### config.mk
export PLATFORM = sky130hd
export DESIGN_NAME = mc_sequencer
export DESIGN_NICKNAME = d
export VERILOG_FILES = /design/src/rtl/mc_sequencer.sv
export SDC_FILE = /design/constraint.sdc
export NUM_CORES = 1
export LEC_CHECK = 0
export BUFFER_PORTS_ARGS = -buffer_cell sky130_fd_sc_hd__buf_2
export CORE_ASPECT_RATIO = 0.6
export CORE_MARGIN = 3
export CORE_UTILIZATION = 40
export CTS_BUF_LIST = sky130_fd_sc_hd__clkbuf_8
export DETAILED_ROUTE_END_ITERATION = 12
export PLACE_DENSITY = 0.75
export SLEW_MARGIN = 20
export SYNTH_ARGS = -nofsm -noshare
export SYNTH_HDL_FRONTEND = slang
export SYNTH_SLANG_ARGS = --single-unit
### constraint.sdc
create_clock -name clk -period 3.12 [get_ports clk]
set_input_delay 0.624 -clock clk [delete_from_list [all_inputs] [get_ports clk]]
set_output_delay 0.624 -clock clk [all_outputs]
set_load 0.005 [all_outputs]
### src/rtl/mc_sequencer.sv
// Microcode sequencer: owns the micro-PC, times accesses to the asynchronous
// microcode EPROM, and latches each microword and computes the next address.
module mc_sequencer #(
   parameter int unsigned WAIT_CYCLES = 4,
   parameter int unsigned STACK_DEPTH = 4
) (
   input  logic        clk,
   input  logic        reset,
   input  logic        stall,
   input  logic [15:0] cond,
   input  logic [8:0]  dispatch_addr,
   output logic [8:0]  mc_addr,
   output logic        _mc_cs,
   output logic        _mc_oe,
   input  logic [63:0] mc_data,
   output logic [63:0] uinst,
   output logic        uinst_valid,
   output logic [8:0]  upc,
   output logic        halted,
   output logic        stack_err
);

   localparam int unsigned SPW = $clog2(STACK_DEPTH + 1);
   localparam int unsigned AW  = (STACK_DEPTH > 1) ? $clog2(STACK_DEPTH) : 1;

   typedef enum logic [1:0] {S_PEND, S_ACCESS, S_LATCH, S_EXEC} state_t;
   typedef enum logic [2:0] {
      OP_NEXT, OP_JUMP, OP_CJUMP, OP_DISPATCH, OP_CALL, OP_RET, OP_WAIT, OP_HALT
   } op_t;

   state_t         state;
   state_t         state_nxt;
   logic [3:0]     wait_cnt;
   logic [SPW-1:0] sp;
   logic [8:0]     stack [STACK_DEPTH];

   op_t        op;
   logic [8:0] target;
   logic [3:0] cond_sel;
   logic       c;
   logic [8:0] upc_inc;
   logic       access_done;
   logic       stack_full;
   logic       stack_empty;
   logic       advance;
   logic [AW-1:0] push_idx;
   logic [AW-1:0] pop_idx;

   assign op          = op_t'(uinst[63:61]);
   assign target      = uinst[60:52];
   assign cond_sel    = uinst[51:48];
   assign c           = cond[cond_sel] ^ uinst[47];
   assign upc_inc     = upc + 9'd1;
   assign access_done = (wait_cnt == 4'(WAIT_CYCLES - 1));
   assign stack_full  = (sp == SPW'(STACK_DEPTH));
   assign stack_empty = (sp == '0);
   assign push_idx    = sp[AW-1:0];
   assign pop_idx     = AW'(sp - SPW'(1));
   // A microword acts only in an unstalled EXEC cycle; once halted nothing advances.
   assign advance     = (state == S_EXEC) && !stall && !halted;

   always_ff @(posedge clk or posedge reset) begin
      if (reset) state <= S_PEND;
      else       state <= state_nxt;
   end

   always_comb begin
      state_nxt = state;
      case (state)
         S_PEND:   state_nxt = S_ACCESS;
         S_ACCESS: if (access_done) state_nxt = S_LATCH;
         S_LATCH:  state_nxt = S_EXEC;
         S_EXEC: begin
            if (advance && (op != OP_HALT) && !((op == OP_WAIT) && !c))
               state_nxt = S_ACCESS;
         end
         default:  state_nxt = S_PEND;
      endcase
   end

   always_comb begin
      mc_addr = upc;
      _mc_cs  = !((state == S_ACCESS) || (state == S_LATCH));
      _mc_oe  = !((state == S_ACCESS) || (state == S_LATCH));
   end

   always_ff @(posedge clk or posedge reset) begin
      if (reset) begin
         upc         <= '0;
         uinst       <= '0;
         uinst_valid <= 1'b0;
         halted      <= 1'b0;
         stack_err   <= 1'b0;
         sp          <= '0;
         wait_cnt    <= '0;
      end else begin
         uinst_valid <= 1'b0;
         case (state)
            S_ACCESS: wait_cnt <= access_done ? '0 : wait_cnt + 4'd1;
            S_LATCH: begin
               uinst       <= mc_data;
               uinst_valid <= 1'b1;
            end
            S_EXEC: begin
               if (advance) begin
                  case (op)
                     OP_NEXT:     upc <= upc_inc;
                     OP_JUMP:     upc <= target;
                     OP_CJUMP:    upc <= c ? target : upc_inc;
                     OP_DISPATCH: upc <= dispatch_addr;
                     OP_CALL: begin
                        upc <= target;
                        if (stack_full) stack_err <= 1'b1;
                        else            sp <= sp + SPW'(1);
                     end
                     OP_RET: begin
                        if (stack_empty) begin
                           stack_err <= 1'b1;
                           upc       <= '0;
                        end else begin
                           upc <= stack[pop_idx];
                           sp  <= sp - SPW'(1);
                        end
                     end
                     OP_WAIT:     if (c) upc <= upc_inc;
                     OP_HALT:     halted <= 1'b1;
                     default:     ;
                  endcase
               end
            end
            default: ;
         endcase
      end
   end

   always_ff @(posedge clk) begin
      if (advance && (op == OP_CALL) && !stack_full)
         stack[push_idx] <= upc_inc;
   end

endmodule

**Word-level counts from Yosys, hierarchy flattened**

Memory sizes are Yosys's and may differ from the RTL's.
Cells that the tools add are included.

- Bits in registers: 85
- Bits in latches: 0
- Bits in writable memories: 36
- Memory bits (read-only): 0
- Output and inout port bits: 87
- Memories: 1

- Add/sub/neg operators: 4
- $mul: 0
- Divide/modulo/power cells: 0
- Order comparisons: 1
- Equality and inequality tests: 20
- Shift operators: 0
- Multiplexer cells: 19
- Bitwise logic cells: 1
- Reductions and logical operators: 25

Memories:

| memory | words | width | read ports | clocked after Yosys merged registers in | wr ports | RTL line | text |
|---|---|---|---|---|---|---|---|
| stack | 4 | 9 | 1 | 0 | 1 | 35 | `logic [8:0] stack [STACK_DEPTH];` |

Operators by type and width:

| kind | number |
|---|---|
| 9-bit case mux with 6 select lines | 1 |
| 9-bit 2-to-1 mux | 3 |
| 3-bit == test, second input constant | 5 |
| 2-bit inequality test, second input constant | 6 |
| 5-bit AND reduction | 2 |
| 9-bit by 1-bit adder with 9-bit output, second input constant | 1 |
| 2-bit case mux with 4 select lines | 1 |
| 1-bit logical AND | 7 |
| 3-bit by 2-bit == test with 1-bit output, second input constant | 2 |
| 1-bit logical NOT | 6 |
| 3-bit logical NOT | 2 |
| 1-bit 2-to-1 mux | 6 |
| 3-bit 2-to-1 mux | 2 |
| 3-bit case mux with 2 select lines | 1 |
| 6-bit nonzero test | 1 |
| 4-bit by 5-bit < comparator with 1-bit output, second input constant | 1 |
| 4-bit by 1-bit adder with 4-bit output, second input constant | 1 |
| 1-bit binary-select mux with 4-bit select | 1 |
| 2-bit == test, second input constant | 2 |
| 4-bit by 2-bit == test with 1-bit output, second input constant | 1 |
| 2-bit 2-to-1 mux | 2 |
| 4-bit 2-to-1 mux | 1 |
| 4-bit AND reduction | 1 |
| 3-bit by 1-bit adder with 3-bit output, second input constant | 1 |
| other kinds (13) | 13 |

**Depth between registers and ports, before layout**

Gate-level depths: netlist of the first run.

- Word-level depth: 9
- Gate-level depth with buffers: 8
- Mapped depth without buffers: 7

**Worst setup path before layout of the first run**

OpenSTA, ideal clock, no wires.

- Kind: flip-flop to flip-flop
- From: reg sp[0]
- To: reg upc[1] (netlist: mc_addr[1])
- Library setup time: 125 ps
- Data arrival time: 2634 ps
- Required time: 2995 ps
- Slack: 361 ps
- Cell stages (with the launch flop): 9
- Path buffers: 2
- Period minus slack after synthesis: 2759 ps
- Cells stage by stage: dfrtp_1 -> clkbuf_1 -> inv_1 -> ha_1 -> buf_1 -> mux4_2 -> a221oi_1 -> a31oi_1 -> mux2_2

- Longest elaborated chain between the ends: 4
- Elaborated cells between the ends (all ways): 5

RTL lines:

| what | RTL line | text |
|---|---|---|
| start: declaration | 34 | `logic [SPW-1:0] sp;` |
| start signal: assignment | 114 | `else sp <= sp + SPW'(1);` |
| start signal: assignment | 122 | `sp <= sp - SPW'(1);` |
| 3-bit by 1-bit subtractor with 3-bit output | n/a |  |
| memory 4 x 9 bit | n/a |  |
| 9-bit 2-to-1 mux (*) | 117 | `if (stack_empty) begin` |
| 9-bit case mux with 6 select lines (*) | 106 | `case (op)` |
| end signal: assignment | 107 | `OP_NEXT: upc <= upc_inc;` |
| end signal: assignment | 108 | `OP_JUMP: upc <= target;` |
| end signal: assignment | 109 | `OP_CJUMP: upc <= c ? target : upc_inc;` |
| end: declaration | 18 | `output logic [8:0] upc,` |

Every way passes the cells marked *; elsewhere a longest branch is shown, timed or not.
A chain may end at the register's enable or synchronous reset.

**Worst setup path in the final report of the first run**

- From: reg uinst[49]
- To: reg upc[1] (netlist: mc_addr[1])

- Longest elaborated chain between the ends: 5
- Elaborated cells between the ends (all ways): 7

RTL lines:

| what | RTL line | text |
|---|---|---|
| start: declaration | 16 | `output logic [63:0] uinst,` |
| start signal: assignment | 101 | `uinst <= mc_data;` |
| 1-bit binary-select mux with 4-bit select (*) | 52 | `assign c = cond[cond_sel] ^ uinst[47];` |
| 1-bit 2-to-1 mux (not written as such) (*) | 52 |  |
| 1-bit bitwise XOR (*) | 52 |  |
| 9-bit 2-to-1 mux / 2-bit inequality test (equally long branches) | n/a |  |
| 9-bit case mux with 6 select lines / 4-bit AND reduction (equally long branches) | n/a |  |
| end signal: assignment | 107 |  |
| end signal: assignment | 109 |  |
| end signal: assignment | 110 | `OP_DISPATCH: upc <= dispatch_addr;` |

Every way passes the cells marked *; elsewhere a longest branch is shown, timed or not. The select of a mux whose other input is x is not followed.

==> key figures, run 1 <==
Timing
  • Final hold vios: 0
  • Period utilisation layout: 88.96%
  • Fin Setup TNS: 0 ns
  • Max Clock Freq: 0.3603 GHz
  • Final Max Tran Viols: 0
  • Hold Slack: 0.2783 ns
  • Slew headroom: 50.56%
  • Final setup vio count: 0
  • Final Skew: 0.02023 ns
  • Worst-Margin Slew: 0.7407 ns
  • RSZ-0062 raised after global routing: no
  • Period minus WS final: 2.776 ns

Synthesis
  • Sequential fraction of the synthesis area: 56.12%
  • Synth unique cells: 50
  • Syn_nets: 527
  • Synth warnings: 0
  • Number of flops mapped to enable cells by yosys: 36
  • Post-synthesis cell area: 5717 µm²
  • Post-synthesis cell count: 424
  • Syn Area/Cell: 13.48 µm²
  • Top FF cell, synth: dfrtp_1
  • Ys async rst share: 70.25%
  • Number of synthesized register bits: 121

Global route
  • GRT Overall Usage: 19.86%
  • Largest net degree at the start of global routing: 57
  • Global routing usage on met3: 8.526%
  • Grt met1 use: 28.28%
  • Busiest grt layer: met2
  • Initial antenna violation count: 2
  • Total grt overflow: 0
  • First-pass GRT wire length: 24,530 µm
  • Global-route met2 utilization: 28.41%
  • Vias in the first global route: 4,506

Power and ir drop
  • Total Power: 7.851 mW
  • Leak pwr: 3.164 nW
  • Power Density: 1098 nW/µm²
  • Worst vdd ir: 0.4731 mV

Critical path
  • Critical path, cell by cell: mux2_1 > mux4_2 > mux2i_4 > a31oi_1 > nor2_2 > mux2_2
  • Critical path's largest stage delay: 0.62 ns
  • CP max stage cell: dfrtp_1
  • R2r startpoint: uinst[49]$_DFFE_PP0P_
  • Crit. Startpoint: uinst[49]$_DFFE_PP0P_
  • CP Capture Type: flip-flop
  • Crit path buf inv count: 0
  • Worst Path Max Fanout: 10
  • WP data arrival: 3.10 ns
  • Crit path kind: flip-flop to flip-flop
  • Critical path's top delay family: multiplexers
  • CP startpoint kind: flip-flop
  • Critical Path RT: 3.45 ns

CTS
  • CTS tree: built
  • H-tree depth: 4
  • Worst-skew pair later-pin latency: 0.44 ns
  • CTS Sinks: 121
  • Post_cts resized: 0
  • CTS Buffer Depth: 2
  • Worst-path clk slew: 0.08 ns
  • Cts hold-fix bufs: 0
  • CTS Buf Count: 17
  • Post-CTS setup buffers: 0
  • Root Buffer: clkbuf_8

Floorplan
  • Die X: 160.3 µm
  • Chip height: 98.60 µm
  • Full die area: 15,810 µm²
  • Rows: 33
  • IO Count: 179
  • Core area: 13,830 µm²
  • Starting Density: 41.33%

Layout
  • Area Overhead vs Synth: 25.13%
  • Fillers: 1,171
  • Layout Nets: 703
  • Layout cells sized above 1: 50.24%
  • Register area: 3208 µm²
  • Footprint of the multi-input gates: 2286 µm²

Placement
  • Port bufs: 178
  • Post-DP HPWL: 11,290 µm
  • Routability cong.: 0.9120

Detailed routing
  • DR WL/cell: 18.84 µm
  • Vias/cell: 5.386
  • Drt first pass iters: 5
  • DR iter-0 viols: 328
  • # DRC: 0
  • Total wire length: 15,190 µm
  • Vias: 4,341
  • Antenna Violating Nets Remaining: 0

Hold path
  • Hold crit path type: input pin to asynchronous set/reset pin

Job
  • Max-capacitance violation count: 0

Run status
  • Status: finished, final reports clean
## routing by layer
metal	vias to the layer above	share of wire [%]	routed length, µm
met2	269	43	6531
li1	1936	-	-
met4	4	0.68	103
met1	2113	43	6492
met5	-	0.18	27
met3	19	13	2033
## layout make-up
class	instances	area share [%]
antenna	1	0.03498
clock buffer	17	3.271
clock inverter	15	1.994
inverter	14	0.7521
multi-input combinational	257	31.96
sequential	121	44.85
tap	192	3.358
timing repair buffer	189	13.78
## logic make-up (layout without fill, tap and decap cells)
group / Yosys count / in the layout / synth area share, %
other cells: 0 / 1 / 0
compound gates: 83 / 83 / 9.762
fa+ha+maj: 11 / 11 / 2.407
mux: 91 / 91 / 20.44
simple gates: 60 / 60 / 5.494
buf+inv: 46 / 235 / 3.939
xor+xnor: 12 / 12 / 1.838
flops: 121 / 121 / 56.12
## stage by stage
step                instances  cell area (µm²)  worst slack (ns)  utilization [%]
global route              805             7151            0.2050            51.70
detailed placement        773             6774            0.3194            48.97
floorplan                 424             5717            0.3025                -
global placement          773             6774            0.3987            48.97
finish                    806             7153            0.3444            51.71
CTS                       805             7151            0.3541            51.70
## cells in the final DEF, fill, tap and decap left out, types with 4 or more instances in the layout
| master | netlist | routed |
|---|---|---|
| o21ai_0 | 8 | 8 |
| mux2i_1 | 7 | 7 |
| buf_2 | 0 | 178 |
| a221o_1 | 7 | 7 |
| inv_1 | 14 | 14 |
| o211ai_1 | 7 | 7 |
| buf_4 | 10 | 10 |
| edfxtp_1 | 36 | 36 |
| mux2_4 | 4 | 4 |
| a31oi_1 | 7 | 7 |
| nand2_1 | 15 | 15 |
| mux4_2 | 11 | 11 |
| o22ai_1 | 10 | 10 |
| dfrtp_1 | 85 | 85 |
| and2_1 | 7 | 7 |
| clkbuf_8 | 0 | 17 |
| nor2_1 | 8 | 8 |
| mux2_2 | 66 | 66 |
| nand3_1 | 5 | 5 |
| ha_1 | 11 | 10 |
| a21oi_1 | 21 | 21 |
| nand4_1 | 4 | 4 |
| inv_6 | 0 | 6 |
| or3_1 | 7 | 7 |
| xor2_1 | 4 | 4 |
| a21o_1 | 5 | 5 |
| xnor2_1 | 8 | 8 |
## sequential cells by signal, summed over array words and instances, names as in the netlist
register	flops
stack_err	1
mc_addr	9
sp	3
wait_cnt	4
state	2
uinst	64
stack	36
uinst_valid	1
halted	1
## synthesized netlist by cell type (2+ instances only)
| cell type | number | share of area [%] |
|---|---|---|
| or3_1 | 7 | 0.77 |
| inv_1 | 14 | 0.92 |
| mux2_4 | 4 | 1.1 |
| a32oi_1 | 2 | 0.31 |
| a21o_1 | 5 | 0.66 |
| edfxtp_1 | 36 | 19 |
| a221oi_1 | 2 | 0.31 |
| a21oi_1 | 21 | 1.8 |
| ha_1 | 11 | 2.4 |
| and3_1 | 2 | 0.22 |
| a211oi_1 | 2 | 0.26 |
| and2_1 | 7 | 0.77 |
| mux2i_1 | 7 | 1.2 |
| nand4_1 | 4 | 0.44 |
| o211ai_1 | 7 | 0.92 |
| buf_4 | 10 | 1.3 |
| nor4_1 | 2 | 0.22 |
| o31ai_1 | 3 | 0.39 |
| a31oi_1 | 7 | 0.77 |
| dfrtp_1 | 85 | 37 |
| o22ai_1 | 10 | 1.1 |
| nand3_1 | 5 | 0.44 |
| mux2_2 | 66 | 13 |
| nor3_1 | 2 | 0.18 |
| clkbuf_1 | 19 | 1.2 |
| mux4_2 | 11 | 4.3 |
| buf_6 | 2 | 0.39 |
| nor2_1 | 8 | 0.53 |
| o21ai_0 | 8 | 0.70 |
| a221o_1 | 7 | 1.2 |
| o2bb2ai_1 | 2 | 0.31 |
| a22oi_1 | 2 | 0.26 |
| nor2b_1 | 3 | 0.33 |
| xnor2_1 | 8 | 1.2 |
| xor2_1 | 4 | 0.61 |
| nand2_1 | 15 | 0.98 |
## worst reg2reg max path, cell delays in order, from the launching register on
cell and delay [ns]:
dfrtp_1 0.62, mux2_1 0.37, mux4_2 0.53, mux2i_4 0.32
a31oi_1 0.22, nor2_2 0.25, mux2_2 0.36
## power by group
| group | internal, mW | switching, mW |
|---|---|---|
| Sequential | 2.29 | 0.575 |
| Clock | 0.649 | 0.705 |
| Combinational | 1.83 | 1.80 |
| Total | 4.77 | 3.08 |
## final timing paths
path                                               end  slack (ns)  cells after the start
max in group asynchronous        uinst[30]$_DFFE_PP0P_        2.04                      3
worst min-delay path             uinst[10]$_DFFE_PP0P_        0.28                      2
min in group clk                 uinst[50]$_DFFE_PP0P_        0.41                      2
worst min register to register   stack_err$_DFFE_PP0P_        0.49                      1
worst max register to register  mc_addr[1]$_DFFE_PP0P_        0.34                      6
worst max-delay path            mc_addr[1]$_DFFE_PP0P_        0.34                      6
(Power assumes the default switching activity.)
==> run 2: changes to the inputs <==
- CELL_PAD_IN_SITES_DETAIL_PLACEMENT: default -> 1
- CELL_PAD_IN_SITES_GLOBAL_PLACEMENT: default -> 1
- CORE_MARGIN: 3 -> 2
- PLACE_DENSITY: 0.75 -> 0.89
- SKIP_LAST_GASP: default -> 1
==> key figures, run 2 (same netlist as run 1, synthesis figures left out) <==
Detailed routing
  • Antenna Violating Nets Remaining: 0
  • DR WL/cell: 21.93 µm
  • Vias: 4,431
  • Total wire length: 17,660 µm
  • DR iter-0 viols: 302
  • Drt first pass iters: 5
  • # DRC: 0
  • Vias/cell: 5.504

Critical path
  • Flop2flop setup slack: 0.31 ns
  • R2r startpoint: uinst[49]$_DFFE_PP0P_
  • Worst Path Max Fanout: 10
  • Critical R2R Capture: mc_addr[1]$_DFFE_PP0P_
  • Critical path's largest stage delay: 0.64 ns
  • CP max stage cell: dfrtp_1
  • Critical Path RT: 3.45 ns
  • Crit path buf inv count: 0
  • Critical path, cell by cell: mux2_1 > mux4_2 > mux2i_4 > a31oi_1 > nor2_2 > mux2_2
  • Crit path kind: flip-flop to flip-flop
  • Critical path's top delay family: multiplexers
  • CP Capture Type: flip-flop
  • Depth of the most critical reg-to-reg path: 6
  • WP data arrival: 3.13 ns
  • CP startpoint kind: flip-flop

Timing
  • RSZ-0062 raised after global routing: no
  • Max Clock Freq: 0.3561 GHz
  • Final Max Tran Viols: 0
  • Final worst slack: 0.3117 ns
  • Period utilisation layout: 90.01%
  • Final Skew: 0.01405 ns
  • Final setup vio count: 0
  • Period minus WS final: 2.808 ns
  • Fin Setup TNS: 0 ns
  • Worst-Margin Slew: 0.8224 ns
  • Slew headroom: 45.18%
  • Final hold vios: 0

Global route
  • Largest net degree at the start of global routing: 68
  • Vias in the first global route: 4,881
  • First-pass GRT wire length: 27,680 µm
  • GRT Overall Usage: 24.05%
  • Initial antenna violation count: 2
  • Total grt overflow: 0

CTS
  • CTS Buffer Depth: 2
  • Worst-path clk slew: 0.08 ns
  • CTS Sinks: 121
  • Root Buffer: clkbuf_8
  • H-tree depth: 4
  • CTS tree: built
  • Post_cts resized: 0
  • Worst-skew pair later-pin latency: 0.44 ns
  • Post-CTS setup buffers: 0
  • Cts hold-fix bufs: 0
  • CTS Buf Count: 17

Layout
  • Area Overhead vs Synth: 25.28%
  • Post-route design area: 7162 µm²
  • Max reg flops: 64
  • Layout cells sized above 1: 50.00%
  • Most common cell after layout, fill and taps aside: buf_2
  • Layout Nets: 702
  • Fillers: 1,493
  • Most frequent cells in the layout: buf_2 (178), dfrtp_1 (85), mux2_2 (66)
  • Non-Filler Instances: 805
  • Largest Register: uinst

Floorplan
  • Starting Density: 41.45%
  • Full die area: 15,300 µm²
  • IO Count: 179
  • Die X: 158.3 µm
  • Core area: 13,790 µm²
  • Rows: 33
  • Chip height: 96.60 µm

Placement
  • Routability cong.: 0.8325
  • Pre-CTS setup slack: 0.2511 ns
  • Placed insts: 772
  • Post-DP HPWL: 13,210 µm
  • Dpl cell area: 6766 µm²
  • Port bufs: 178

Hold path
  • Hold crit path type: input pin to asynchronous set/reset pin

Run status
  • Status: finished, final reports clean

Job
  • Max-capacitance violation count: 0

Power and ir drop
  • Worst vdd ir: 0.4513 mV
  • Leak pwr: 3.176 nW
  • Total Power: 8.093 mW
  • Power Density: 1130 nW/µm²
[run 2: cell types whose count changed in the layout (fill, tap and decap cells not counted), sizes merged]
cell      before  now
clkinvlp       1    0
bufinv         1    2
clkbuf        17   18
buf          189  188
inv           22   21
[run 2: area by class of cell]
type / count / area [µm²] / share of cell area [%]
diodes: 1 / 2.502 / 0.03494
clock buffers: 18 / 247.7 / 3.459
multi-input cells: 257 / 2286 / 31.92
flip-flops and latches: 121 / 3208 / 44.79
well taps: 192 / 240.2 / 3.354
clock inverters: 14 / 145.1 / 2.027
repair buffers: 188 / 978.4 / 13.66
inverters: 14 / 53.80 / 0.7512
[run 2: metal layers]
layer  GRT usage, %  wire length (µm)
met5              0                13
met4          7.970               329
met3          7.079              1341
met2          38.70              8714
met1          31.27              7259
[run 2: where the power goes]
group	leakage, nW	internal [mW]	switching (mW)
Clock	0.212	0.736	0.692
Sequential	1.34	2.29	0.606
Combinational	1.63	1.82	1.95
[run 2: how the worst max path moves through the flow]
stage                     slack [ns]                      to  depth (start not counted)                  start
after floorplan                 0.30      halted$_DFFE_PP0P_                          1                  reset
after global placement          0.41  mc_addr[1]$_DFFE_PP0P_                          7               cond[14]
after detailed placement        0.25    state[1]$_DFFE_PP0P_                          7               cond[12]
after CTS                       0.28    state[0]$_DFFE_PP0P_                          6  uinst[49]$_DFFE_PP0P_
after global routing            0.14    state[0]$_DFFE_PP0P_                          6  uinst[49]$_DFFE_PP0P_
final                           0.31  mc_addr[1]$_DFFE_PP0P_                          6  uinst[49]$_DFFE_PP0P_
[run 2: per-stage QoR]
| stage | util [%] | hold slack (ns) |
|---|---|---|
| 2_1_floorplan | - | 0.4602 |
| 3_3_place_gp | 49.07 | 0.4627 |
| 3_5_place_dp | 49.07 | 0.4749 |
| 4_1_cts | 51.91 | 0.2803 |
| 5_1_grt | 51.91 | 0.3134 |
| 6_report | 51.93 | 0.2723 |
==> run 3: changes to the inputs <==
- RECOVER_POWER: default -> 50
==> key figures, run 3 (same netlist as run 1, synthesis figures left out) <==
Timing
  • Period minus WS final: 2.813 ns
  • Final hold vios: 0
  • RSZ-0062 raised after global routing: no
  • Hold Slack: 0.3954 ns
  • Final Max Tran Viols: 109
  • Period utilisation layout: 90.17%
  • Final Skew: 0.01279 ns
  • Fin Setup TNS: 0 ns
  • Slew headroom: -21.99%
  • Final setup vio count: 0
  • Max Clock Freq: 0.3555 GHz
  • Worst-Margin Slew: 1.820 ns

CTS
  • CTS Buffer Depth: 2
  • Root Buffer: clkbuf_8
  • Post-CTS setup buffers: 0
  • Worst-skew pair later-pin latency: 0.45 ns
  • H-tree depth: 4
  • CTS tree: built
  • Worst-path clk slew: 0.08 ns
  • Post_cts resized: 0
  • CTS Buf Count: 17
  • Cts hold-fix bufs: 0
  • CTS Sinks: 121

Global route
  • Busiest grt layer: met2
  • Total grt overflow: 0
  • Initial antenna violation count: 2
  • First-pass GRT wire length: 27,680 µm
  • Largest net degree at the start of global routing: 68
  • Global routing usage on met3: 7.079%
  • Grt met1 use: 31.27%
  • Vias in the first global route: 4,881
  • GRT Overall Usage: 24.05%
  • Global-route met2 utilization: 38.70%

Detailed routing
  • Vias: 4,415
  • # DRC: 0
  • Antenna Violating Nets Remaining: 0
  • DR iter-0 viols: 265
  • Vias/cell: 5.484
  • Drt first pass iters: 4
  • Total wire length: 17,590 µm
  • DR WL/cell: 21.85 µm

Power and ir drop
  • Clock power share: 17.8%
  • Power Density: 1134 nW/µm²
  • Total Power: 8.047 mW
  • Switching component of the power: 3.244 mW
  • Worst vdd ir: 0.4474 mV
  • Logic pwr share: 46.2%
  • Net Sw Frac: 40.31%
  • Pint: 4.803 mW
  • Leak pwr: 3.067 nW
  • Reg power frac: 36.0%

Placement
  • Post-DP HPWL: 13,210 µm
  • Routability cong.: 0.8325
  • Port bufs: 178

Layout
  • Fillers: 1,518
  • Area Overhead vs Synth: 24.16%
  • Register area: 3208 µm²
  • Max reg flops: 64
  • Footprint of the multi-input gates: 2286 µm²
  • Largest Register: uinst
  • Most frequent cells in the layout: buf_2 (147), dfrtp_1 (85), mux2_2 (66)
  • Most common cell after layout, fill and taps aside: buf_2
  • Layout cells sized above 1: 44.61%
  • Layout Nets: 702

Floorplan
  • Starting Density: 41.45%
  • IO Count: 179
  • Rows: 33
  • Chip height: 96.60 µm
  • Die X: 158.3 µm
  • Core area: 13,790 µm²
  • Full die area: 15,300 µm²

Critical path
  • CP Capture Type: flip-flop
  • CP startpoint kind: flip-flop
  • Worst Path Max Fanout: 12
  • Crit path kind: flip-flop to flip-flop
  • WP data arrival: 3.18 ns
  • Critical Path RT: 3.48 ns

Job
  • Max-capacitance violation count: 2

Run status
  • Status: finished with violations
  • Violations in the final reports: max-capacitance violations, max-slew violations

Hold path
  • Hold crit path type: input pin to flip-flop
[run 3: cell types whose count changed in the layout (fill, tap and decap cells not counted), sizes merged]
cell,previous run,this run
buf,188,153
clkbuf,18,53
clkinv,5,4
clkinvlp,0,1
[run 3: worst paths after layout]
kind | from | to | slack [ns] | cells after the start
worst max-delay path | uinst[49]$_DFFE_PP0P_ | state[0]$_DFFE_PP0P_ | 0.31 | 6
worst min-delay path | mc_data[17] | uinst[17]$_DFFE_PP0P_ | 0.40 | 2
worst max register to register | uinst[49]$_DFFE_PP0P_ | state[0]$_DFFE_PP0P_ | 0.31 | 6
worst min register to register | stack_err$_DFFE_PP0P_ | stack_err$_DFFE_PP0P_ | 0.49 | 1
max in group asynchronous | reset | uinst[19]$_DFFE_PP0P_ | 0.75 | 3
min in group asynchronous | reset | uinst[44]$_DFFE_PP0P_ | 0.62 | 2
[run 3: power by group through the flow]
stage | Sequential (mW) | Combinational, mW | Clock [mW]
finish | 2.90 | 3.72 | 1.43
global route | 2.99 | 4.02 | 1.51
CTS | 2.90 | 3.77 | 1.45
detailed placement | 2.91 | 3.74 | 0
global placement | 2.84 | 3.49 | 0
floorplan | 2.73 | 2.46 | 0
[run 3: final cells by class]
class / count / share of cell area (%)
flip-flops and latches: 121 / 45.20
repair buffers: 188 / 12.89
diodes: 1 / 0.03525
well taps: 192 / 3.384
inverters: 14 / 0.7580
clock inverters: 14 / 2.045
clock buffers: 18 / 3.490
multi-input cells: 257 / 32.21
[run 3: routing by layer]
| layer | part of all wire [%] | up-vias | wire (µm) |
|---|---|---|---|
| li1 | - | 1936 | - |
| met2 | 49 | 209 | 8681 |
| met5 | 0.074 | - | 13 |
| met3 | 8.2 | 35 | 1448 |
| met4 | 1.8 | 2 | 322 |
| met1 | 40 | 2233 | 7122 |
[run 3: critical path, cell delays in order, from the launching register on]
cell and delay [ns]:
dfrtp_1 0.64, mux2_1 0.36, mux4_2 0.52, mux2_4 0.38
nor4_1 0.35, o21a_1 0.26, mux2i_1 0.21
[run 3: per-stage QoR]
stage	cells	setup slack (ns)	util, %	instance area, µm²
finish	805	0.3067	51.47	7098
CTS	804	0.2807	51.91	7159
detailed placement	772	0.2511	49.07	6766
global placement	772	0.4127	49.07	6766
floorplan	424	0.3025	-	5717
global route	804	0.1447	51.45	7096
